==> config.mk <==
export PLATFORM = sky130hd
export DESIGN_NAME = solver_dispatch
export DESIGN_NICKNAME = d
export VERILOG_FILES = /design/src/rtl/solver_dispatch.sv
export SDC_FILE = /design/constraint.sdc
export NUM_CORES = 2
export LEC_CHECK = 0
export CORE_ASPECT_RATIO = 1.25
export CORE_MARGIN = 1.5
export CORE_UTILIZATION = 31
export DETAILED_ROUTE_END_ITERATION = 10
export HOLD_SLACK_MARGIN = 0.05
export RECOVER_POWER = 100
export SYNTH_ARGS = -nofsm -noshare
export SYNTH_HDL_FRONTEND = slang
export SYNTH_SLANG_ARGS = --single-unit
==> constraint.sdc <==
create_clock -name iCLOCK -period 15.1 [get_ports iCLOCK]
set_clock_uncertainty 0.1 [all_clocks]
set_input_delay 4.53 -clock iCLOCK [delete_from_list [all_inputs] [get_ports iCLOCK]]
set_output_delay 4.53 -clock iCLOCK [all_outputs]
set_load 0.02 [all_outputs]
==> src/rtl/solver_dispatch.sv <==
`timescale 1ns/1ps
// solver_dispatch: task FIFO feeding the endgame solver and a result
// FIFO collecting its scores, with credit-gated dispatch.
module solver_dispatch #(
  parameter int TDEPTH = 16,
  parameter int RDEPTH = 16,
  parameter int NSLOT  = 8
) (
  input  logic               iCLOCK,
  input  logic               iRESET_N,
  input  logic               task_valid,
  output logic               task_ready,
  input  logic [63:0]        task_player,
  input  logic [63:0]        task_opponent,
  input  logic [15:0]        task_id,
  output logic               oEnable,
  output logic               oValid,
  output logic [63:0]        oPlayer,
  output logic [63:0]        oOpponent,
  output logic [15:0]        oTaskid,
  input  logic               iSolved,
  input  logic [15:0]        iSolverTaskid,
  input  logic signed [7:0]  iRes,
  input  logic [15:0]        iNodes,
  output logic               res_valid,
  input  logic               res_ready,
  output logic [15:0]        res_taskid,
  output logic signed [7:0]  res_score,
  output logic [15:0]        res_nodes,
  output logic [4:0]         busy,
  output logic               oBadId,
  output logic               oProtoErr
);

  localparam int TAW = $clog2(TDEPTH);
  localparam int RAW = $clog2(RDEPTH);
  localparam int WW  = $clog2(2 * NSLOT);
  localparam logic [15:0] IDLE_ID = 16'hffff;
  localparam logic [TAW:0] TFULL = (TAW + 1)'(TDEPTH);
  localparam logic [WW-1:0] WLAST = WW'(2 * NSLOT - 1);

  typedef enum logic {WARMUP, RUN} state_t;

  state_t state;
  logic [WW-1:0] wcnt;

  logic [63:0] tpl_mem [TDEPTH];
  logic [63:0] top_mem [TDEPTH];
  logic [15:0] tid_mem [TDEPTH];
  logic [TAW-1:0] twr, trd;
  logic [TAW:0] tcnt;

  logic [39:0] rmem [RDEPTH];
  logic [RAW-1:0] rwr, rrd;
  logic [RAW:0] rcnt;

  logic t_push, bad_push, cap_req, cap, r_pop;
  logic slot_ok;
  logic [15:0] reserved;

  assign task_ready = iRESET_N & (tcnt != TFULL);
  assign t_push = task_valid & task_ready & (task_id != IDLE_ID);
  assign bad_push = task_valid & task_ready & (task_id == IDLE_ID);

  assign cap_req = iSolved & (iSolverTaskid != IDLE_ID);
  assign cap = cap_req & (busy != 5'd0);

  // The context finishing now is the one being refilled, so it
  // does not count against the slot limit.
  assign slot_ok = (busy < 5'(NSLOT)) | cap;
  assign reserved = 16'(rcnt) + 16'(busy);

  assign oValid = iSolved & (state == RUN) & (tcnt != '0)
                & (reserved < 16'(RDEPTH)) & slot_ok;

  assign oPlayer = oValid ? tpl_mem[trd] : 64'd0;
  assign oOpponent = oValid ? top_mem[trd] : 64'd0;
  assign oTaskid = oValid ? tid_mem[trd] : IDLE_ID;

  assign res_valid = (rcnt != '0);
  assign r_pop = res_valid & res_ready;
  assign {res_taskid, res_score, res_nodes} =
    res_valid ? rmem[rrd] : 40'd0;

  always_ff @(posedge iCLOCK or negedge iRESET_N) begin
    if (!iRESET_N) begin
      state <= WARMUP;
      wcnt <= '0;
      oEnable <= 1'b0;
    end else begin
      unique case (state)
        WARMUP: begin
          if (wcnt == WLAST) begin
            state <= RUN;
            oEnable <= 1'b1;
          end else begin
            wcnt <= wcnt + WW'(1);
          end
        end
        RUN: oEnable <= 1'b1;
      endcase
    end
  end

  always_ff @(posedge iCLOCK) begin
    if (t_push) begin
      tpl_mem[twr] <= task_player;
      top_mem[twr] <= task_opponent;
      tid_mem[twr] <= task_id;
    end
    if (cap) rmem[rwr] <= {iSolverTaskid, iRes, iNodes};
  end

  always_ff @(posedge iCLOCK or negedge iRESET_N) begin
    if (!iRESET_N) begin
      twr <= '0;
      trd <= '0;
      tcnt <= '0;
    end else begin
      if (t_push) twr <= twr + TAW'(1);
      if (oValid) trd <= trd + TAW'(1);
      unique case (1'b1)
        (t_push & !oValid): tcnt <= tcnt + (TAW + 1)'(1);
        (oValid & !t_push): tcnt <= tcnt - (TAW + 1)'(1);
        default: ;
      endcase
    end
  end

  always_ff @(posedge iCLOCK or negedge iRESET_N) begin
    if (!iRESET_N) begin
      rwr <= '0;
      rrd <= '0;
      rcnt <= '0;
    end else begin
      if (cap) rwr <= rwr + RAW'(1);
      if (r_pop) rrd <= rrd + RAW'(1);
      unique case (1'b1)
        (cap & !r_pop): rcnt <= rcnt + (RAW + 1)'(1);
        (r_pop & !cap): rcnt <= rcnt - (RAW + 1)'(1);
        default: ;
      endcase
    end
  end

  always_ff @(posedge iCLOCK or negedge iRESET_N) begin
    if (!iRESET_N) begin
      busy <= 5'd0;
      oBadId <= 1'b0;
      oProtoErr <= 1'b0;
    end else begin
      unique case (1'b1)
        (oValid & !cap): busy <= busy + 5'd1;
        (cap & !oValid): busy <= busy - 5'd1;
        default: ;
      endcase
      if (bad_push) oBadId <= 1'b1;
      if (cap_req & (busy == 5'd0)) oProtoErr <= 1'b1;
    end
  end

endmodule

==> metrics.yaml <==
floorplan:
  fp.dieArea_um2: 371000
  initial_core_util_pct: 31.18
  die-height_um: 680.7
  placeableCoreArea_um2: 365200
  dieWidth_um: 545.1
  num_rows: 248
  floorplan.io_pins: 384
pwr:
  cellLeakagePower_nw: 40.55
  pwr-share-clk_pct: 31.0
  p_int_mw: 17.25
  combPwrFrac_pct: 27.8
  power-per-cell-area_nw_per_um2: 182.0
  netSwitchingFraction_pct: 28.99
  p_seq_share_pct: 41.2
  switching_power_mw: 7.043
  fin_total_pwr_mw: 24.29
  irDropWorstVdd_mv: 0.1440
synth:
  postSynthRegisterBits: 2983
  synth.yosys.warnings: 0
  post_synth_instance_area_um2: 113900
  synth.net_count: 4750
  synth_edf_count: 2944
  ys_seq_area_share_pct: 78.48
  async_reset_ff_share_pct: 1.307
  synthDistinctLibCells: 44
  postSynthCellCount: 4533
  synthesis.area_per_instance_um2: 25.12
  postSynth.topFlopCell: "edfxtp_1"
critical_path:
  crit_path_start_kind: "flip-flop"
  startpoint: "rrd[1]"
  cpPeakStageDelay_ns: 3.06
  timing.critical_path.to_type: "output pin"
  worst_r2r_startpoint: "tcnt[2]"
  criticalPathCategory: "flip-flop to output pin"
  crit_path_cell_trace: "clkbuf_1, clkbuf_1, mux4_2, mux4_2, nor2b_1, clkdlybuf4s50_1"
  critical_path_required_ns: 10.47
  critPathSlowestCell: "clkbuf_1"
  worstPathArrival_ns: 9.24
  cp_max_fo: 63
timing:
  final_max_slew_viol_count: 3213
  grt_setup_unrepaired: "no"
  final.setup.tns_ns: 0
  hold-worst-slack_ns: 0.3640
  max-slew-margin-rel_pct: -426.8
  setup-violations-final: 0
  period_utilisation_layout_pct: 91.83
  postLayoutSetupSlackWorst_ns: 1.233
  maxClockFrequency_mhz: 72.11
  hold_violations: 0
  final.min_clock_period_ns: 13.87
  timing_worst_slew_pin_value_ns: 7.902
detailed_routing:
  antenna_violating_nets_post_route: 0
  detail_route.vias_per_cell: 4.970
  wl_per_cell_um: 27.22
  dr.first_iter.drc_count: 4533
  detail_route.first_pass.iterations: 5
  dr_total_vias: 50970
  post-route-drc-count: 0
  drt_wl_total_um: 279100
run_status:
  failed_checks: "capacitance limit, slew limit"
  status: "complete, but fails checks"
global_route:
  gr-total-overflow: 0
  grt_use_met3_pct: 3.180
  grtUsageMet1_pct: 19.39
  antenna_found_initial: 101
  grt_first_pass_wirelength_um: 399900
  pin_count_of_the_biggest_net_entering_global_routing: 153
  gr-usage-all-layers_pct: 14.81
  grt_pass1_vias: 54200
  grt_util_met2_pct: 25.23
  grt_most_used_layer: "met2"
place:
  place_hpwl_um: 139500
  gpl.final_weighted_congestion: 0.7012
  placement.setup.worst_slack_ns: 1.787
  portbufs: 383
finish:
  final_layout_size_suffix_gt1_share_pct: 26.74
  final_cell_mix: "2944 x edfxtp_1, 920 x mux4_2, 313 x dlygate4sd3_1, 306 x clkbuf_16, 119 x clkbuf_1"
  area_growth_syn_to_layout_pct: 17.21
  mostFrequentLayoutCell: "edfxtp_1"
  ff_latch_area_um2: 89410
  num-nets-final: 5302
  multi_input_comb_area_um2: 23390
  fill_cells: 32970
  post-route-util_pct: 36.55
clocking:
  max-clock-path-buffers: 4
  cts_tree: "yes"
  clkSinkCount: 2983
  cts_bufs_inserted: 306
  root_buffer: "clkbuf_16"
  post_cts.resized_instances: 0
  hold_buffers: 0
  post_cts.repair.setup_buffers: 0
  insertion_delay_ns: 0.89
  cts.htree.levels: 5
  worst_setup_hold_path_clk_slew_ns: 0.06
min_path:
  hold_start: "oEnable"
  hold_class: "flip-flop to flip-flop"
run:
  cap_viol_max_count: 77
cell type report:
class                   instances  area share, %
clock buffers                 360          5.888
diodes                         47        0.08811
multi-input cells            1300          17.52
clock inverters               196          1.607
repair buffers                482          3.304
inverters                      12        0.03749
flip-flops and latches       2983          66.98
well taps                    4875          4.570
critical path: cells and delay by family, from the launching register on:
| kind | cells | cell delay (ns) |
|---|---|---|
| DFF | 1 | 0.90 |
| and+or+nand+nor | 1 | 0.15 |
| muxes | 2 | 1.01 |
| buffers and inverters | 3 | 6.22 |
Yosys cell counts (3+ instances only):
master    number  share of area, %
ha_1          27              0.30
buf_2         37              0.16
edfxtp_1    2944                78
nand2_1       21             0.069
nor2b_1       43              0.24
buf_4         34              0.22
nor3_1         8             0.035
nand4_1       13             0.071
nand2b_1      22              0.12
nor2_1        33              0.11
buf_6         17              0.17
inv_1         11             0.036
buf_1         34              0.11
mux2_2         4             0.040
o21ai_0        9             0.040
xnor2_1       16              0.12
a21o_1         4             0.026
clkbuf_1     116              0.38
xor2_1        16              0.12
dfrtp_1       39              0.86
a21oi_1        6             0.026
and2_1       129              0.71
mux4_2       920                18
nor4_1         3             0.016
state kept, by name (all words and copies together) (netlist names), 5 cells and up:
signal	cells
tid_mem	256
tpl_mem	1024
top_mem	1024
tcnt	5
rmem	640
rcnt	5
busy	5
per-stage QoR:
step | instances | cell area, µm²
after floorplan | 4533 | 113900
after global placement | 9652 | 123800
after detailed placement | 9652 | 123800
after CTS | 10210 | 133900
after global routing | 10210 | 133400
final | 10260 | 133500
worst paths after layout:
check,slack [ns],cells after the start,to
min in group asynchronous,4.90,2,trd[2]
max in group asynchronous,8.13,2,rrd[0]
min reg2reg,0.36,1,oEnable
min,0.36,1,oEnable
max reg2reg,5.80,7,tpl_mem[5][56]
max,1.23,6,res_nodes[12]
power by group through the flow:
| stage | Clock [mW] | Combinational, mW | Sequential [mW] |
|---|---|---|---|
| 2_1_floorplan | 0 | 4.74 | 9.95 |
| 5_1_grt | 8.02 | 7.19 | 10.1 |
| 3_3_place_gp | 0 | 6.98 | 10.1 |
| 3_5_place_dp | 0 | 7.00 | 10.2 |
| 4_1_cts | 7.73 | 7.02 | 9.98 |
| 6_report | 7.53 | 6.75 | 10.0 |
per-layer routing:
layer | vias up | part of all wire [%]
li1 | 20750 | -
met4 | 60 | 1.9
met1 | 28160 | 41
met3 | 452 | 6.6
met5 | - | 0.14
met2 | 1559 | 50
cell families after synthesis:
family,share of synthesized area (%)
buffers and inverters,1.089
flip-flops,78.48
AO/OA/AOI/OAI,0.2076
adder cells (fa/ha/maj),0.3142
AND/OR/NAND/NOR,1.408
XOR/XNOR,0.2461
multiplexers,18.25
No activity file was read; power rests on OpenSTA's default activity.
